`src/rtl/aria_pkg.sv`:
```
// Shared encodings for the ARIA key-load path: key-buffer ops and FSM states.
package aria_pkg;

    localparam int unsigned OP_W   = 2;
    localparam int unsigned WORD_W = 32;
    localparam int unsigned KEY_W  = 128;
    localparam int unsigned ST_W   = 6;
    localparam int unsigned TO_W   = 8;

    // cmd_op / kb_op encodings
    localparam logic [OP_W-1:0] KOP_128 = 2'd0;
    localparam logic [OP_W-1:0] KOP_256 = 2'd1;
    localparam logic [OP_W-1:0] KOP_SW  = 2'd2;
    localparam logic [OP_W-1:0] KOP_CW  = 2'd3;

    // One-hot FSM state encodings
    localparam logic [ST_W-1:0] ST_IDLE   = 6'b000001;
    localparam logic [ST_W-1:0] ST_ISSUE  = 6'b000010;
    localparam logic [ST_W-1:0] ST_FILL   = 6'b000100;
    localparam logic [ST_W-1:0] ST_PUSH   = 6'b001000;
    localparam logic [ST_W-1:0] ST_SETTLE = 6'b010000;
    localparam logic [ST_W-1:0] ST_DONE   = 6'b100000;

    // Bit positions of the one-hot state vector
    localparam int unsigned S_IDLE  = 0;
    localparam int unsigned S_ISSUE = 1;
    localparam int unsigned S_FILL  = 2;
    localparam int unsigned S_PUSH  = 3;

    // Ops that need host key words streamed through the assembler
    function automatic logic op_needs_words(input logic [OP_W-1:0] op);
        return (op == KOP_128) || (op == KOP_256);
    endfunction

endpackage

```
`src/rtl/aria_key_word_pack.sv`:
```
// 32->128 key word assembler: first word lands at [127:96], fourth at [31:0].
module aria_key_word_pack
    import aria_pkg::*;
(
    input  logic              clk,
    input  logic              rst_n,
    input  logic              clr,
    input  logic              push,
    input  logic [WORD_W-1:0] word,
    output logic [KEY_W-1:0]  data,
    output logic              full_c
);

    logic [1:0] cnt;

    // Shift register and word counter; counter wraps after the fourth word
    always_ff @(posedge clk or negedge rst_n) begin
        if (!rst_n) begin
            data <= '0;
            cnt  <= '0;
        end else if (clr) begin
            data <= '0;
            cnt  <= '0;
        end else if (push) begin
            data <= {data[KEY_W-WORD_W-1:0], word};
            cnt  <= cnt + 2'd1;
        end
    end

    // High in the cycle the fourth word of a beat is accepted
    assign full_c = push && (cnt == 2'd3);

endmodule

```
`src/rtl/aria_key_load_ctrl.sv`:
```
// Key-load controller: takes a load command, gathers host key words into
// 128-bit beats and hands them to the ARIA key buffer with timeout/abort.
module aria_key_load_ctrl
    import aria_pkg::*;
#(
    parameter int unsigned KB_TO = 16
) (
    input  logic              clk,
    input  logic              rst_n,
    input  logic              clr_core,
    input  logic              cmd_vld,
    output logic              cmd_rdy,
    input  logic [OP_W-1:0]   cmd_op,
    input  logic              cmd_abort,
    input  logic              wr_vld,
    output logic              wr_rdy,
    input  logic [WORD_W-1:0] wr_data,
    output logic [OP_W-1:0]   kb_op,
    output logic              kb_en,
    output logic              kb_clr,
    output logic [KEY_W-1:0]  wb_d,
    output logic              kb_d_vld,
    input  logic              kb_d_rdy,
    output logic              busy,
    output logic              key_vld,
    output logic              err
);

    logic [ST_W-1:0] state, state_nxt;
    logic [OP_W-1:0] kb_op_nxt;
    logic [TO_W-1:0] to_cnt, to_cnt_nxt;
    logic            beat, beat_nxt;
    logic            key_vld_nxt, err_nxt, kb_clr_nxt;
    logic            pack_clr_c, pack_push_c, pack_full_c;

    // Handshake/strobe outputs are state flop bits, so they are glitch-free
    assign cmd_rdy  = state[S_IDLE];
    assign busy     = ~state[S_IDLE];
    assign kb_en    = state[S_ISSUE];
    assign wr_rdy   = state[S_FILL];
    assign kb_d_vld = state[S_PUSH];

    assign pack_push_c = wr_vld && state[S_FILL];

    aria_key_word_pack u_pack (
        .clk    (clk),
        .rst_n  (rst_n),
        .clr    (pack_clr_c),
        .push   (pack_push_c),
        .word   (wr_data),
        .data   (wb_d),
        .full_c (pack_full_c)
    );

    // State and status registers
    always_ff @(posedge clk or negedge rst_n) begin
        if (!rst_n) begin
            state   <= ST_IDLE;
            kb_op   <= KOP_128;
            to_cnt  <= '0;
            beat    <= 1'b0;
            key_vld <= 1'b0;
            err     <= 1'b0;
            kb_clr  <= 1'b0;
        end else begin
            state   <= state_nxt;
            kb_op   <= kb_op_nxt;
            to_cnt  <= to_cnt_nxt;
            beat    <= beat_nxt;
            key_vld <= key_vld_nxt;
            err     <= err_nxt;
            kb_clr  <= kb_clr_nxt;
        end
    end

    // Next state: clr_core > cmd_abort > timeout > normal progress
    always_comb begin
        state_nxt   = state;
        kb_op_nxt   = kb_op;
        to_cnt_nxt  = to_cnt;
        beat_nxt    = beat;
        key_vld_nxt = key_vld;
        err_nxt     = err;
        kb_clr_nxt  = 1'b0;
        pack_clr_c  = 1'b0;

        if (clr_core) begin
            state_nxt   = ST_IDLE;
            to_cnt_nxt  = '0;
            beat_nxt    = 1'b0;
            key_vld_nxt = 1'b0;
            err_nxt     = 1'b0;
            pack_clr_c  = 1'b1;
        end else if (cmd_abort && !state[S_IDLE]) begin
            state_nxt   = ST_IDLE;
            to_cnt_nxt  = '0;
            beat_nxt    = 1'b0;
            key_vld_nxt = 1'b0;
            kb_clr_nxt  = 1'b1;
            pack_clr_c  = 1'b1;
        end else begin
            case (state)
                ST_IDLE: begin
                    if (cmd_vld) begin
                        kb_op_nxt   = cmd_op;
                        key_vld_nxt = 1'b0;
                        err_nxt     = 1'b0;
                        beat_nxt    = 1'b0;
                        state_nxt   = ST_ISSUE;
                    end
                end
                ST_ISSUE: begin
                    state_nxt = op_needs_words(kb_op) ? ST_FILL : ST_SETTLE;
                end
                ST_FILL: begin
                    if (pack_full_c) begin
                        to_cnt_nxt = '0;
                        state_nxt  = ST_PUSH;
                    end
                end
                ST_PUSH: begin
                    if (kb_d_rdy) begin
                        if ((kb_op == KOP_256) && !beat) begin
                            beat_nxt  = 1'b1;
                            state_nxt = ST_FILL;
                        end else begin
                            state_nxt = ST_DONE;
                        end
                    end else if (to_cnt == TO_W'(KB_TO - 1)) begin
                        err_nxt     = 1'b1;
                        kb_clr_nxt  = 1'b1;
                        key_vld_nxt = 1'b0;
                        to_cnt_nxt  = '0;
                        beat_nxt    = 1'b0;
                        state_nxt   = ST_IDLE;
                    end else begin
                        to_cnt_nxt = to_cnt + TO_W'(1);
                    end
                end
                ST_SETTLE: begin
                    state_nxt = ST_DONE;
                end
                ST_DONE: begin
                    key_vld_nxt = 1'b1;
                    state_nxt   = ST_IDLE;
                end
                default: begin
                    state_nxt = ST_IDLE;
                end
            endcase
        end
    end

endmodule

```
`config.mk`:
```
export PLATFORM = sky130hd
export DESIGN_NAME = aria_key_load_ctrl
export DESIGN_NICKNAME = d
export VERILOG_FILES = /design/src/rtl/aria_pkg.sv /design/src/rtl/aria_key_word_pack.sv /design/src/rtl/aria_key_load_ctrl.sv
export SDC_FILE = /design/constraint.sdc
export NUM_CORES = 1
export LEC_CHECK = 0
export ABC_AREA = 1
export ABC_CLOCK_PERIOD_IN_PS = 1600
export BUFFER_PORTS_ARGS = -buffer_cell sky130_fd_sc_hd__buf_2
export CAP_MARGIN = 10
export CELL_PAD_IN_SITES_DETAIL_PLACEMENT = 0
export CELL_PAD_IN_SITES_GLOBAL_PLACEMENT = 2
export CORE_MARGIN = 3
export CORE_UTILIZATION = 31
export DETAILED_ROUTE_END_ITERATION = 16
export GPL_TIMING_DRIVEN = 0
export PLACE_DENSITY = 0.76
export SYNTH_ARGS = -nofsm -noshare
export SYNTH_HDL_FRONTEND = slang
export SYNTH_SLANG_ARGS = --single-unit
```
`constraint.sdc`:
```
create_clock -name clk -period 1.6 [get_ports clk]
set_input_delay 0.16 -clock clk [delete_from_list [all_inputs] [get_ports clk]]
set_output_delay 0.16 -clock clk [all_outputs]
set_load 0.01 [all_outputs]
```
======== Yosys cells after proc, flatten, opt, wreduce, memory -nomap -nowiden ========
Index checks and enable logic that the tools add are counted.
word-level totals
  memory bits (read-only) ................. 0
  memories kept ........................... 0
  bits in latches ......................... 0
  word-level logic and storage cells ...... 94
  bits of input ports ..................... 41
  register bits ........................... 150
  output and inout bits ................... 138
  memory bits (writable) .................. 0
cells by class
  order comparisons ....................... 0
  divide/modulo/power cells ............... 0
  muxes and demuxes ....................... 42
  bitwise operators ....................... 3
  add/sub/neg operators ................... 2
  $mul .................................... 0
  reduce and logical (&&, ||, !) cells .... 19
  shifts and indexed selects .............. 0
  equality and inequality tests ........... 19
operators by type and width
  kind                                           count
  2-to-1 mux 128 bit                             2
  2-to-1 mux 6 bit                               7
  2-to-1 mux 8 bit                               5
  case mux 6 bit (5 select lines)                1
  2-to-1 mux 1 bit                               20
  inequality test 4 bit, second input constant   4
  case mux 8 bit (2 select lines)                1
  AND reduction 4 bit                            3
  inequality test 5 bit, second input constant   2
  inequality test 3 bit, second input constant   3
  adder 8 x 1 -> 8 bit, second input constant    1
  == test 8 x 4 -> 1 bit, second input constant  1
  nonzero test 4 bit                             2
  == test 6 x 1 -> 1 bit, second input constant  1
  == test 6 x 2 -> 1 bit, second input constant  1
  == test 6 x 3 -> 1 bit, second input constant  1
  == test 6 x 4 -> 1 bit, second input constant  1
  == test 6 x 5 -> 1 bit, second input constant  1
  == test 6 bit, second input constant           1
  AND reduction 3 bit                            2
  2-to-1 mux 5 bit                               1
  AND reduction 5 bit                            1
  nonzero test 5 bit                             1
  logical AND 1 bit                              4
  13 further kinds                               18

======== Depth between registers and ports, before layout ========
  depth in word-level cells ............... 7
  depth in mapped cells ................... 10
  gate-level depth less buffers ........... 10

======== Modules after synthesis ========
From an unflattened synthesis, not the netlist that was laid out.
second synthesis, totals
  cells, all modules ...................... 768
  area, all modules ....................... 6533.8 sq um
modules (own cells, without submodules)
  module              cells an instance  instances  area each (sq um)  sequential area each (sq um)
  aria_key_word_pack  569                1          5154.9             3253.1
  aria_key_load_ctrl  199                1          1378.8             501.7

======== Worst setup path after synthesis ========
No wires, ideal clock.
  path kind ............................... register to register
  from .................................... register state[0]
  to ...................................... register beat
  stages on the path, launching flop included .. 10
  required time ........................... 1.484 ns
  arrival time ............................ 1.356 ns
  period minus slack after synthesis ...... 1.473 ns
  path slack .............................. 0.127 ns
  library setup time ...................... 0.116 ns
  path buffers ............................ 0
  cell sequence ........................... dfstp_2 inv_2 nor2_1 nand3_1 nor2_1 nand2_1 nand2_1 nand2_1 nand3_1 nand2_1
on the way
  longest elaborated chain between the ends .. 4
  elaborated cells between the ends (all ways) .. 12
  those cells by class .................... 5 x eq/ne; 3 x mux; 4 x reduce/logical
RTL lines
  item                                                                  RTL line                                             RTL
  start, declared                                                       aria_key_load_ctrl.sv:29                             logic [ST_W-1:0] state, state_nxt;
  start signal, assigned                                                aria_key_load_ctrl.sv:66                             state <= state_nxt;
  == test 6 x 4 -> 1 bit (tied with other cells)                        aria_key_load_ctrl.sv:102                            case (state)
  case mux 1 bit (2 select lines) or logical AND 1 bit (tied branches)  aria_key_load_ctrl.sv:102, aria_key_load_ctrl.sv:94
  2-to-1 mux 1 bit (tied with other cells)                              aria_key_load_ctrl.sv:94                             end else if (cmd_abort && !state[S_IDLE]) begin
  2-to-1 mux 1 bit or AND reduction 4 bit (tied branches)               -
  end signal, assigned                                                  aria_key_load_ctrl.sv:69                             beat <= beat_nxt;
  end, declared                                                         aria_key_load_ctrl.sv:32                             logic beat, beat_nxt;
Several ways; a longest one is shown, not always the timed one.
A chain may end at the register's enable or synchronous reset.

======== Worst setup path after layout ========
  from .................................... register state[0]
  to ...................................... register u_pack.data[14]
on the way
  longest elaborated chain between the ends .. 5
  elaborated cells between the ends (all ways) .. 6
  those cells by class .................... 3 x mux; 3 x reduce/logical
RTL lines
  item                                                      RTL line                  RTL
  logical NOT 1 bit *                                       aria_key_load_ctrl.sv:94
  logical AND 1 bit *                                       aria_key_load_ctrl.sv:94
  2-to-1 mux 1 bit *                                        aria_key_load_ctrl.sv:94
  2-to-1 mux 1 bit *                                        aria_key_load_ctrl.sv:87  if (clr_core) begin
  2-to-1 mux 128 bit or nonzero test 2 bit (tied branches)  -
  end signal, assigned                                      aria_key_word_pack.sv:25  data <= {data[KEY_W-WORD_W-1:0], word};
  end, declared                                             aria_key_word_pack.sv:10  output logic [KEY_W-1:0] data,
Mark *: on every way between the ends. The rest lies on a longest branch, timed or not.

==> impl_metrics.env <==
export IMPL_holdCritPathClass="in -> reg"
export IMPL_async_flop_share_pct=100
export IMPL_mappedNetlistNets=759
export IMPL_drive_gt1_share_pct=33.5
export IMPL_ff2ff_setup_slack_ns=0.03
export IMPL_coreArea_um2=19900
export IMPL_wire_per_inst_um=16.7
export IMPL_synth_edff_count=0
export IMPL_start_util_pct=32.2
export IMPL_synth_area_um2=6410
export IMPL_drt_iter0_markers=346
export IMPL_yosysUniqueCellTypes=32
export IMPL_place_ws_ns=-0.191
export IMPL_finClkSkew_ns=0.00780
export IMPL_antenna_cells=0
export IMPL_hold_viol=0
export IMPL_finalSetupTns_ns=0
export IMPL_ys_seq_elements=150
export IMPL_wl_um=20700
export IMPL_r2r_cells=9
export IMPL_routed_via_count=5780
export IMPL_ctsHtreeMaxLevel=4
export IMPL_fin_ws_ns=0.0307
export IMPL_power_density_nw_per_um2=993
export IMPL_synth_top_area_share_pct=58.1
export IMPL_pin_count=179
export IMPL_die_width_um=150
export IMPL_cts_buffer_depth=2
export IMPL_dp_hpwl_um=15000
export IMPL_cts_root_buf="clkbuf_16"
export IMPL_reg2reg_to="u_pack.data[14]$_DFFE_PN0P_"
export IMPL_p_leak_nw=4.61
export IMPL_crit_type="reg -> reg"
export IMPL_critPathLaunchType="flop"
export IMPL_yosysTopAreaCell="dfrtp_1"
export IMPL_grt_setup_unrepaired="yes"
export IMPL_comb_power_share_pct=11.7
export IMPL_ant_nets=0
export IMPL_cp_max_fo=10
export IMPL_p_seq_share_pct=43.1
export IMPL_synthCells=716
export IMPL_cts_tree="yes"
export IMPL_synth_most_common_cell="nand2_1"
export IMPL_die_area_um2=22500
export IMPL_antenna_found_initial=0
export IMPL_setup_viol=0
export IMPL_portBuffers=178
export IMPL_synth_area_leaders="dfrtp_1 58%, nand2_1 11%, a21oi_1 7.8%"
export IMPL_min_to="u_pack.data[1]$_DFFE_PN0P_"
export IMPL_nets=1007
export IMPL_ys_seq_area_share_pct=58.5
export IMPL_max_slew_margin_pct=55.1
export IMPL_grt_util_all_layers_pct=18.5
export IMPL_power_frac_clock_pct=45.2
export IMPL_grt_pass1_wl_um=32400
export IMPL_avgSynthCellArea_um2=8.96
export IMPL_yosys_warnings=0
export IMPL_cp_slowest_cell="dfstp_2"
export IMPL_switching_power_w=0.00226
export IMPL_grt_pass1_vias=5776
export IMPL_hold_path_startpoint="wr_data[1]"
export IMPL_numCtsBuffers=17
export IMPL_cp_end_kind="flop"
export IMPL_synthToLayoutAreaGrowth_pct=42.1
export IMPL_clock_sinks=150
export IMPL_arrival_ns=1.91
export IMPL_synth_main_ff_cell="dfrtp_1"
export IMPL_drt_pass1_iter_count=5
export IMPL_cp_required_ns=1.94
export IMPL_insertion_delay_ns=0.42
export IMPL_vias_per_cell=4.66
export IMPL_total_power_w=0.00905
export IMPL_clk_pin_slew_worst_paths_ns=0.06
export IMPL_worst_ir_drop_vdd_mv=0.690
export IMPL_fmax_ghz=0.637
export IMPL_yosys_top_cells_count="184 x nand2_1, 149 x dfrtp_1, 100 x a21oi_1, 54 x inv_1, 53 x nor2_1"
export IMPL_cpPeakStageDelay_ns=0.55
export IMPL_period_share_pct=98.1
export IMPL_max_cap_viol_count=0
export IMPL_fp_dieH_um=150
export IMPL_p_sw_share_pct=25.0
export IMPL_max_slew_worst_pin_slew_ns=0.674
export IMPL_slew_violations=0
export IMPL_grt_max_degree=83
export IMPL_core_rowCount=51
export IMPL_internal_power_w=0.00679
export IMPL_whs_path_depth=3
export IMPL_status="complete, no violations"
export IMPL_crit_chain="inv_2 > nand2_4 > inv_4 > nor2_4 > buf_12 > inv_6 > buf_6 > buf_8 > a21oi_1"
export IMPL_overflow=0
export IMPL_r2r_start="state[0]$_DFFE_PN1P_"
export IMPL_min_period_ns=1.57
export IMPL_gp_congestion=0.838
export IMPL_drc=0
-- sequential cells by signal (all words and copies together), names as in the netlist --
register and cells:
u_pack.data 128, to_cnt 8, state 6, kb_op 2, u_pack.cnt 2, beat 1, err 1, kb_clr 1
key_vld 1
-- worst max-delay path, delay by kind of cell, from the launching register on --
family	cells	cell delay, ns
flip-flops	1	0.55
AND/OR/NAND/NOR	2	0.20
AO/OA/AOI/OAI	1	0.12
buffers and inverters	6	0.62
-- worst max path at each step --
| stage | startpoint | end | slack (ns) | depth (start not counted) |
|---|---|---|---|---|
| after CTS | state[2]$_DFFE_PN0P_ | u_pack.data[90]$_DFFE_PN0P_ | 0.002 | 5 |
| after global placement | rst_n | u_pack.data[115]$_DFFE_PN0P_ | -1.91 | 1 |
| final | state[0]$_DFFE_PN1P_ | u_pack.data[14]$_DFFE_PN0P_ | 0.03 | 9 |
| after detailed placement | state[2]$_DFFE_PN0P_ | u_pack.data[90]$_DFFE_PN0P_ | -0.19 | 5 |
| after global routing | state[0]$_DFFE_PN1P_ | to_cnt[2]$_DFFE_PN0P_ | -0.06 | 9 |
| after floorplan | state[0]$_DFFE_PN1P_ | beat$_DFFE_PN0P_ | 0.13 | 9 |
-- repair_timing --
action                                 CTS  global route
buffers inserted                         7             4
setup endpoints to repair              138           138
resized for setup                       34            67
endpoints found under the hold margin  100             0
hold buffers                            33             0
pin swaps                                3             9
cloned                                   0             6
-- layer usage --
metal / up-vias / GRT usage, % / routed length [µm]
met4: 0 / 3.61 / 191
met5: - / 0 / 0
met1: 2748 / 25.2 / 9430
met2: 165 / 29.2 / 9670
met3: 13 / 5.81 / 1390
li1: 2854 / - / -
-- kinds of logic (layout without fill, tap and decap cells) --
family / count (synthesis) / count (layout) / share of synthesized area, %
compound gates: 177 / 177 / 15.2
xor+xnor: 3 / 3 / 0.410
fa+ha+maj: 2 / 2 / 0.390
buf+inv: 101 / 360 / 6.96
flops: 150 / 150 / 58.5
simple gates: 283 / 284 / 18.5
-- layout by cell type, fill, tap and decap left out, types with 5 or more instances in the layout --
cell type / n
nand3_1: 17
a211oi_1: 19
buf_2: 193
clkbuf_4: 5
dlygate4sd3_1: 33
nor2_1: 47
buf_6: 5
nand4_1: 6
nand2_1: 179
a211oi_2: 14
clkbuf_16: 20
a21oi_1: 95
buf_4: 16
dfrtp_1: 147
nor2_4: 8
a21oi_2: 5
clkbuf_2: 10
inv_1: 54
o21ai_0: 38
-- per-stage QoR --
step | utilization [%] | hold slack, ns | std cells | area [µm²]
floorplan | - | -0.136 | 716 | 6410
global placement | 38.4 | 0.371 | 1159 | 7640
detailed placement | 38.5 | 0.215 | 1160 | 7670
CTS | 43.9 | 0.00839 | 1231 | 8750
global route | 45.8 | 0.0167 | 1241 | 9120
finish | 45.8 | 0.0268 | 1241 | 9120
-- power groups by stage --
stage	clock network (W)	logic, W	registers [W]
floorplan	0	0.000394	0.00399
global placement	0	0.000777	0.00397
detailed placement	0	0.000792	0.00397
CTS	0.00419	0.000925	0.00390
global route	0.00436	0.00116	0.00390
finish	0.00409	0.00106	0.00390
-- final cells by class --
cell class,instances,area [µm²]
multi-input cells,466,2450
well taps,265,332
inverters,57,221
fillers,2006,10800
repair inverters,1,6.26
clock buffers,19,453
flip-flops and latches,150,3760
clock inverters,12,153
plain buffers,44,314
repair buffers,227,1430
(Power assumes the default switching activity.)
